==> config.mk <==
export PLATFORM = sky130hd
export DESIGN_NAME = divider
export DESIGN_NICKNAME = d
export VERILOG_FILES = /design/src/rtl/divider_pkg.sv /design/src/rtl/divider.sv
export SDC_FILE = /design/constraint.sdc
export NUM_CORES = 1
export LEC_CHECK = 0
export ABC_AREA = 1
export CORE_UTILIZATION = 53
export DETAILED_ROUTE_END_ITERATION = 8
export HOLD_SLACK_MARGIN = 0.05
export PLACE_DENSITY = 0.89
export SYNTH_ARGS = -nofsm -noshare
export SYNTH_HDL_FRONTEND = slang
export SYNTH_SLANG_ARGS = --single-unit
==> constraint.sdc <==
create_clock -name clk -period 3.9 [get_ports clk]
set_input_delay 0.78 -clock clk [delete_from_list [all_inputs] [get_ports clk]]
set_output_delay 0.78 -clock clk [all_outputs]
set_load 0.1 [all_outputs]
==> src/rtl/divider_pkg.sv <==
// Shared definitions for the EX-stage integer divider: function codes,
// bus widths and the FSM state encoding.
package divider_pkg;

    localparam int FUNCT_W  = 6;
    localparam int DATA_W   = 32;
    localparam int DDATA_W  = 2 * DATA_W;

    localparam logic [FUNCT_W-1:0] FUNCT_DIV  = 6'b011010;
    localparam logic [FUNCT_W-1:0] FUNCT_DIVU = 6'b011011;

    typedef enum logic [1:0] {
        DIV_IDLE = 2'b00,
        DIV_ZERO = 2'b01,
        DIV_CALC = 2'b10,
        DIV_DONE = 2'b11
    } div_state_e;

    function automatic logic is_signed_op(input logic [FUNCT_W-1:0] f);
        return (f == FUNCT_DIV);
    endfunction

endpackage

==> src/rtl/divider.sv <==
// Multi-cycle radix-2 restoring divider (DIV/DIVU) returning {remainder, quotient},
// one quotient bit per cycle, stalling the pipeline while busy.
module divider
    import divider_pkg::*;
#(
    parameter int DATA_WIDTH = DATA_W
) (
    input  logic                    clk,
    input  logic                    rst_n,
    input  logic [FUNCT_W-1:0]      funct,
    input  logic                    div_en,
    input  logic                    flush,
    input  logic [DATA_WIDTH-1:0]   operand_1,
    input  logic [DATA_WIDTH-1:0]   operand_2,
    output logic [2*DATA_WIDTH-1:0] result,
    output logic                    done,
    output logic                    stall_req
);

    localparam int CNT_W = $clog2(DATA_WIDTH);
    localparam logic [CNT_W-1:0] LAST_STEP = CNT_W'(DATA_WIDTH - 1);

    function automatic logic [DATA_WIDTH-1:0] neg_f(input logic [DATA_WIDTH-1:0] x);
        return (~x) + {{(DATA_WIDTH-1){1'b0}}, 1'b1};
    endfunction

    div_state_e                state_q, state_d;
    logic [CNT_W-1:0]          cnt_q, cnt_d;
    logic [DATA_WIDTH-1:0]     dvd_q, dvd_d;
    logic [DATA_WIDTH-1:0]     dvs_q, dvs_d;
    logic [DATA_WIDTH:0]       rem_q, rem_d;
    logic                      signed_q, signed_d;
    logic                      neg_quo_q, neg_quo_d;
    logic                      neg_rem_q, neg_rem_d;
    logic [2*DATA_WIDTH-1:0]   result_q, result_d;
    logic                      done_q, done_d;

    logic                      op_signed_s;
    logic                      neg_1_s, neg_2_s;
    logic [DATA_WIDTH:0]       shift_s, diff_s, step_rem_s;
    logic                      qbit_s;
    logic [DATA_WIDTH-1:0]     step_dvd_s, quo_fix_s, rem_fix_s;

    // Operand magnitudes are only taken for signed divides with a negative operand.
    assign op_signed_s = is_signed_op(funct);
    assign neg_1_s     = op_signed_s & operand_1[DATA_WIDTH-1];
    assign neg_2_s     = op_signed_s & operand_2[DATA_WIDTH-1];

    // The 33-bit trial subtraction keeps the borrow in the top bit.
    assign shift_s    = {rem_q[DATA_WIDTH-1:0], dvd_q[DATA_WIDTH-1]};
    assign diff_s     = shift_s - {1'b0, dvs_q};
    assign qbit_s     = ~diff_s[DATA_WIDTH];
    assign step_rem_s = qbit_s ? diff_s : shift_s;
    assign step_dvd_s = {dvd_q[DATA_WIDTH-2:0], qbit_s};

    assign quo_fix_s = (signed_q && neg_quo_q) ? neg_f(step_dvd_s) : step_dvd_s;
    assign rem_fix_s = (signed_q && neg_rem_q) ? neg_f(step_rem_s[DATA_WIDTH-1:0])
                                               : step_rem_s[DATA_WIDTH-1:0];

    // Next-state, datapath update and stall request.
    always_comb begin
        state_d   = state_q;
        cnt_d     = cnt_q;
        dvd_d     = dvd_q;
        dvs_d     = dvs_q;
        rem_d     = rem_q;
        signed_d  = signed_q;
        neg_quo_d = neg_quo_q;
        neg_rem_d = neg_rem_q;
        result_d  = result_q;
        done_d    = 1'b0;
        stall_req = 1'b0;
        case (state_q)
            DIV_IDLE: begin
                if (div_en && !flush) begin
                    stall_req = 1'b1;
                    if (operand_2 == {DATA_WIDTH{1'b0}}) begin
                        state_d = DIV_ZERO;
                    end else begin
                        state_d   = DIV_CALC;
                        dvd_d     = neg_1_s ? neg_f(operand_1) : operand_1;
                        dvs_d     = neg_2_s ? neg_f(operand_2) : operand_2;
                        rem_d     = {(DATA_WIDTH+1){1'b0}};
                        cnt_d     = {CNT_W{1'b0}};
                        signed_d  = op_signed_s;
                        neg_quo_d = neg_1_s ^ neg_2_s;
                        neg_rem_d = neg_1_s;
                    end
                end else begin
                    state_d = DIV_IDLE;
                end
            end
            DIV_ZERO: begin
                stall_req = 1'b1;
                if (flush) begin
                    state_d = DIV_IDLE;
                end else begin
                    state_d  = DIV_DONE;
                    result_d = {(2*DATA_WIDTH){1'b0}};
                    done_d   = 1'b1;
                end
            end
            DIV_CALC: begin
                stall_req = 1'b1;
                if (flush) begin
                    state_d = DIV_IDLE;
                end else begin
                    rem_d = step_rem_s;
                    dvd_d = step_dvd_s;
                    cnt_d = cnt_q + {{(CNT_W-1){1'b0}}, 1'b1};
                    if (cnt_q == LAST_STEP) begin
                        state_d  = DIV_DONE;
                        result_d = {rem_fix_s, quo_fix_s};
                        done_d   = 1'b1;
                    end else begin
                        state_d = DIV_CALC;
                    end
                end
            end
            DIV_DONE: begin
                state_d = DIV_IDLE;
            end
            default: begin
                state_d = DIV_IDLE;
            end
        endcase
    end

    // State and datapath registers; done/result load on entry to DONE so they are valid during it.
    always_ff @(posedge clk or negedge rst_n) begin
        if (!rst_n) begin
            state_q   <= DIV_IDLE;
            cnt_q     <= {CNT_W{1'b0}};
            dvd_q     <= {DATA_WIDTH{1'b0}};
            dvs_q     <= {DATA_WIDTH{1'b0}};
            rem_q     <= {(DATA_WIDTH+1){1'b0}};
            signed_q  <= 1'b0;
            neg_quo_q <= 1'b0;
            neg_rem_q <= 1'b0;
            result_q  <= {(2*DATA_WIDTH){1'b0}};
            done_q    <= 1'b0;
        end else begin
            state_q   <= state_d;
            cnt_q     <= cnt_d;
            dvd_q     <= dvd_d;
            dvs_q     <= dvs_d;
            rem_q     <= rem_d;
            signed_q  <= signed_d;
            neg_quo_q <= neg_quo_d;
            neg_rem_q <= neg_rem_d;
            result_q  <= result_d;
            done_q    <= done_d;
        end
    end

    assign result = result_q;
    assign done   = done_q;

endmodule

==> results.yml <==
clock_network:
  cts_tree: "built"
  clk_path_buf_depth: 2
  clk_latency_ns: 0.45
  clock-root-buffer: "clkbuf_16"
  cts_made_buffers: 17
  path_clk_slew_ns: 0.08
  htreeDepth: 4
  postCtsHoldBufs: 0
  clock_sink_count: 171
synth:
  ys_types: 57
  synth_common_cells: "nand2_1, inv_1, dfrtp_1"
  post_synth_inst_count: 1947
  synth_edf_count: 0
  yosysTopAreaCellShare_pct: 32.7
  yosys-top-cells-area: "dfrtp_1, nand2_1, inv_1"
  syn-num-nets: 2064
  yosysTopAreaCell: "dfrtp_1"
  ys_seq_area_share_pct: 32.7
  avgSynthCellArea_sq_um: 6.72
  async_reset_ff_share_pct: 100
  synth_ff_type: "dfrtp_1"
  ys_seq_elements: 171
  syn_area_sq_mm: 0.0131
  synth.most_common_cell: "nand2_1"
  yosysWarnings: 0
worst_setup_path:
  reg2reg_to: "result[28]"
  regToRegSetupSlack_ns: 0.08
  required_ns: 4.28
  rr_startpoint: "dvs_q[29]"
  path_class: "flop to flop"
  ff2ff_path_depth: 26
  path_delay_family: "simple AND/OR/NAND/NOR gates"
  arrival_ns: 4.20
  max_stage_delay_ns: 0.39
  setup.worst_path.start_class: "flop"
  cpMostUsedCell: "nand2_1"
  cp-end-kind: "flop"
  crit_slowest_cell: "dfrtp_1"
  path_buf_inv: 4
  crit_fanout: 5
sta:
  period_needed_ns: 3.82
  tightest_slew_ns: 1.03
  rsz0062_at_grt: "yes"
  fmax_mhz: 262
  clock-skew-final_ns: 0.0167
  setup_viol: 0
  relSlewSlack_pct: 31.0
  maxSlewViolCount: 0
  finalSetupTns_ns: 0
  hold_viol_final: 0
  post-route-period-util_pct: 97.9
global_route:
  overflow: 0
  grt_pass1_wl_um: 65500
  grt_pass1_vias: 13055
  grt_max_degree: 76
  antenna_found_initial: 0
  grtUsageTotal_pct: 32.2
die:
  die_w_um: 159
  die_h_um: 159
  io_pins: 140
  core_sq_mm: 0.0242
  initial_core_util_pct: 53.9
  rows: 57
  dieArea_sq_mm: 0.0253
placement:
  dp_hpwl_um: 30900
  io_buffers: 139
  gp_congestion: 0.951
detailed_routing:
  firstDrtPassIters: 6
  ant_nets: 0
  viasPerCell: 5.61
  totalWireLength_um: 40300
  wire_per_inst_um: 16.6
  drt-initial-drc-count: 1262
  num_vias: 13642
  route.detailed.drc: 0
finish:
  nets: 2210
  insertedDiodeCount: 0
  syn_to_final_growth_pct: 20.5
  layout-drive-gt1-share_pct: 9.07
status:
  status: "complete, no violations"
worst_hold_path:
  min_path_type: "input pin to async pin"
job:
  drv_cap: 0
[cells by family after synthesis]
logic type	after synthesis	synth area share, %
AND/OR/NAND/NOR	1036	34.6
buffers and inverters	320	9.73
adder cells (fa/ha/maj)	43	4.17
multiplexers	1	0.0765
AO/OA/AOI/OAI	298	13.5
flip-flops	171	32.7
XOR/XNOR	78	5.22
[routing by layer]
metal / vias up / global-route usage, % / share of wire [%]
li1: 6568 / - / -
met1: 6381 / 41.0 / 41
met2: 565 / 55.9 / 49
met3: 128 / 4.06 / 6.2
met4: 0 / 12.5 / 3.6
met5: - / 0 / 0
[final cells by class]
| type | count | area (sq um) |
|---|---|---|
| Sequential cell | 171 | 4280 |
| Fill cell | 2160 | 8490 |
| Tap cell | 324 | 405 |
| Clock inverter | 11 | 133 |
| Inverter | 261 | 980 |
| Multi-Input combinational cell | 1456 | 7710 |
| Timing Repair Buffer | 186 | 1790 |
| Clock buffer | 21 | 460 |
[cell usage in the layout (no fill, tap or decap), drive strengths merged, types with 23 or more instances in the layout]
cell type      netlist  final
a21oi               60     60
xnor2               23     23
o22ai               27     27
nand4               23     23
nand3              121    121
ha                  42     42
nor3                34     34
clkdlybuf4s50        0    137
nand2              649    649
xor2                55     55
nor2               180    180
buf                 17     49
o21ai              153    153
inv                259    263
dfrtp              171    171
[state kept, by name, indices dropped and copies added, names as in the netlist]
signal     count
neg_quo_q      1
dvd_q         32
cnt_q          5
signed_q       1
result        64
dvs_q         32
neg_rem_q      1
state_q        2
rem_q         32
done           1
[worst max path at each step]
stage                   start         end  slack [ns]  cells after the start
finish              dvs_q[29]  result[28]        0.08                     26
detailed placement   dvs_q[0]  result[28]        0.18                     29
CTS                  dvs_q[0]  result[28]        0.11                     29
global placement    dvd_q[31]  result[28]        0.28                     30
floorplan           dvd_q[31]  result[28]        0.04                     29
global route         dvs_q[0]  result[28]       -0.16                     29
[metrics by stage]
step	instance area, sq um	worst slack, ns	hold WS, ns	util [%]	instances
global placement	15000	0.281	0.461	61.7	2393
finish	15800	0.0837	0.337	65.0	2430
detailed placement	15000	0.176	0.470	61.7	2393
floorplan	13100	0.0387	0.453	-	1947
CTS	15600	0.109	0.363	64.2	2425
global route	15800	-0.157	0.389	65.0	2430
[repair_timing]
item                                    CTS  global route
setup buffers                             0             5
resized for setup                         0            34
endpoints found under the setup margin    0             7
Power is not shown: default switching activity piles up to over one toggle a cycle in this logic, so the estimate is an artifact.
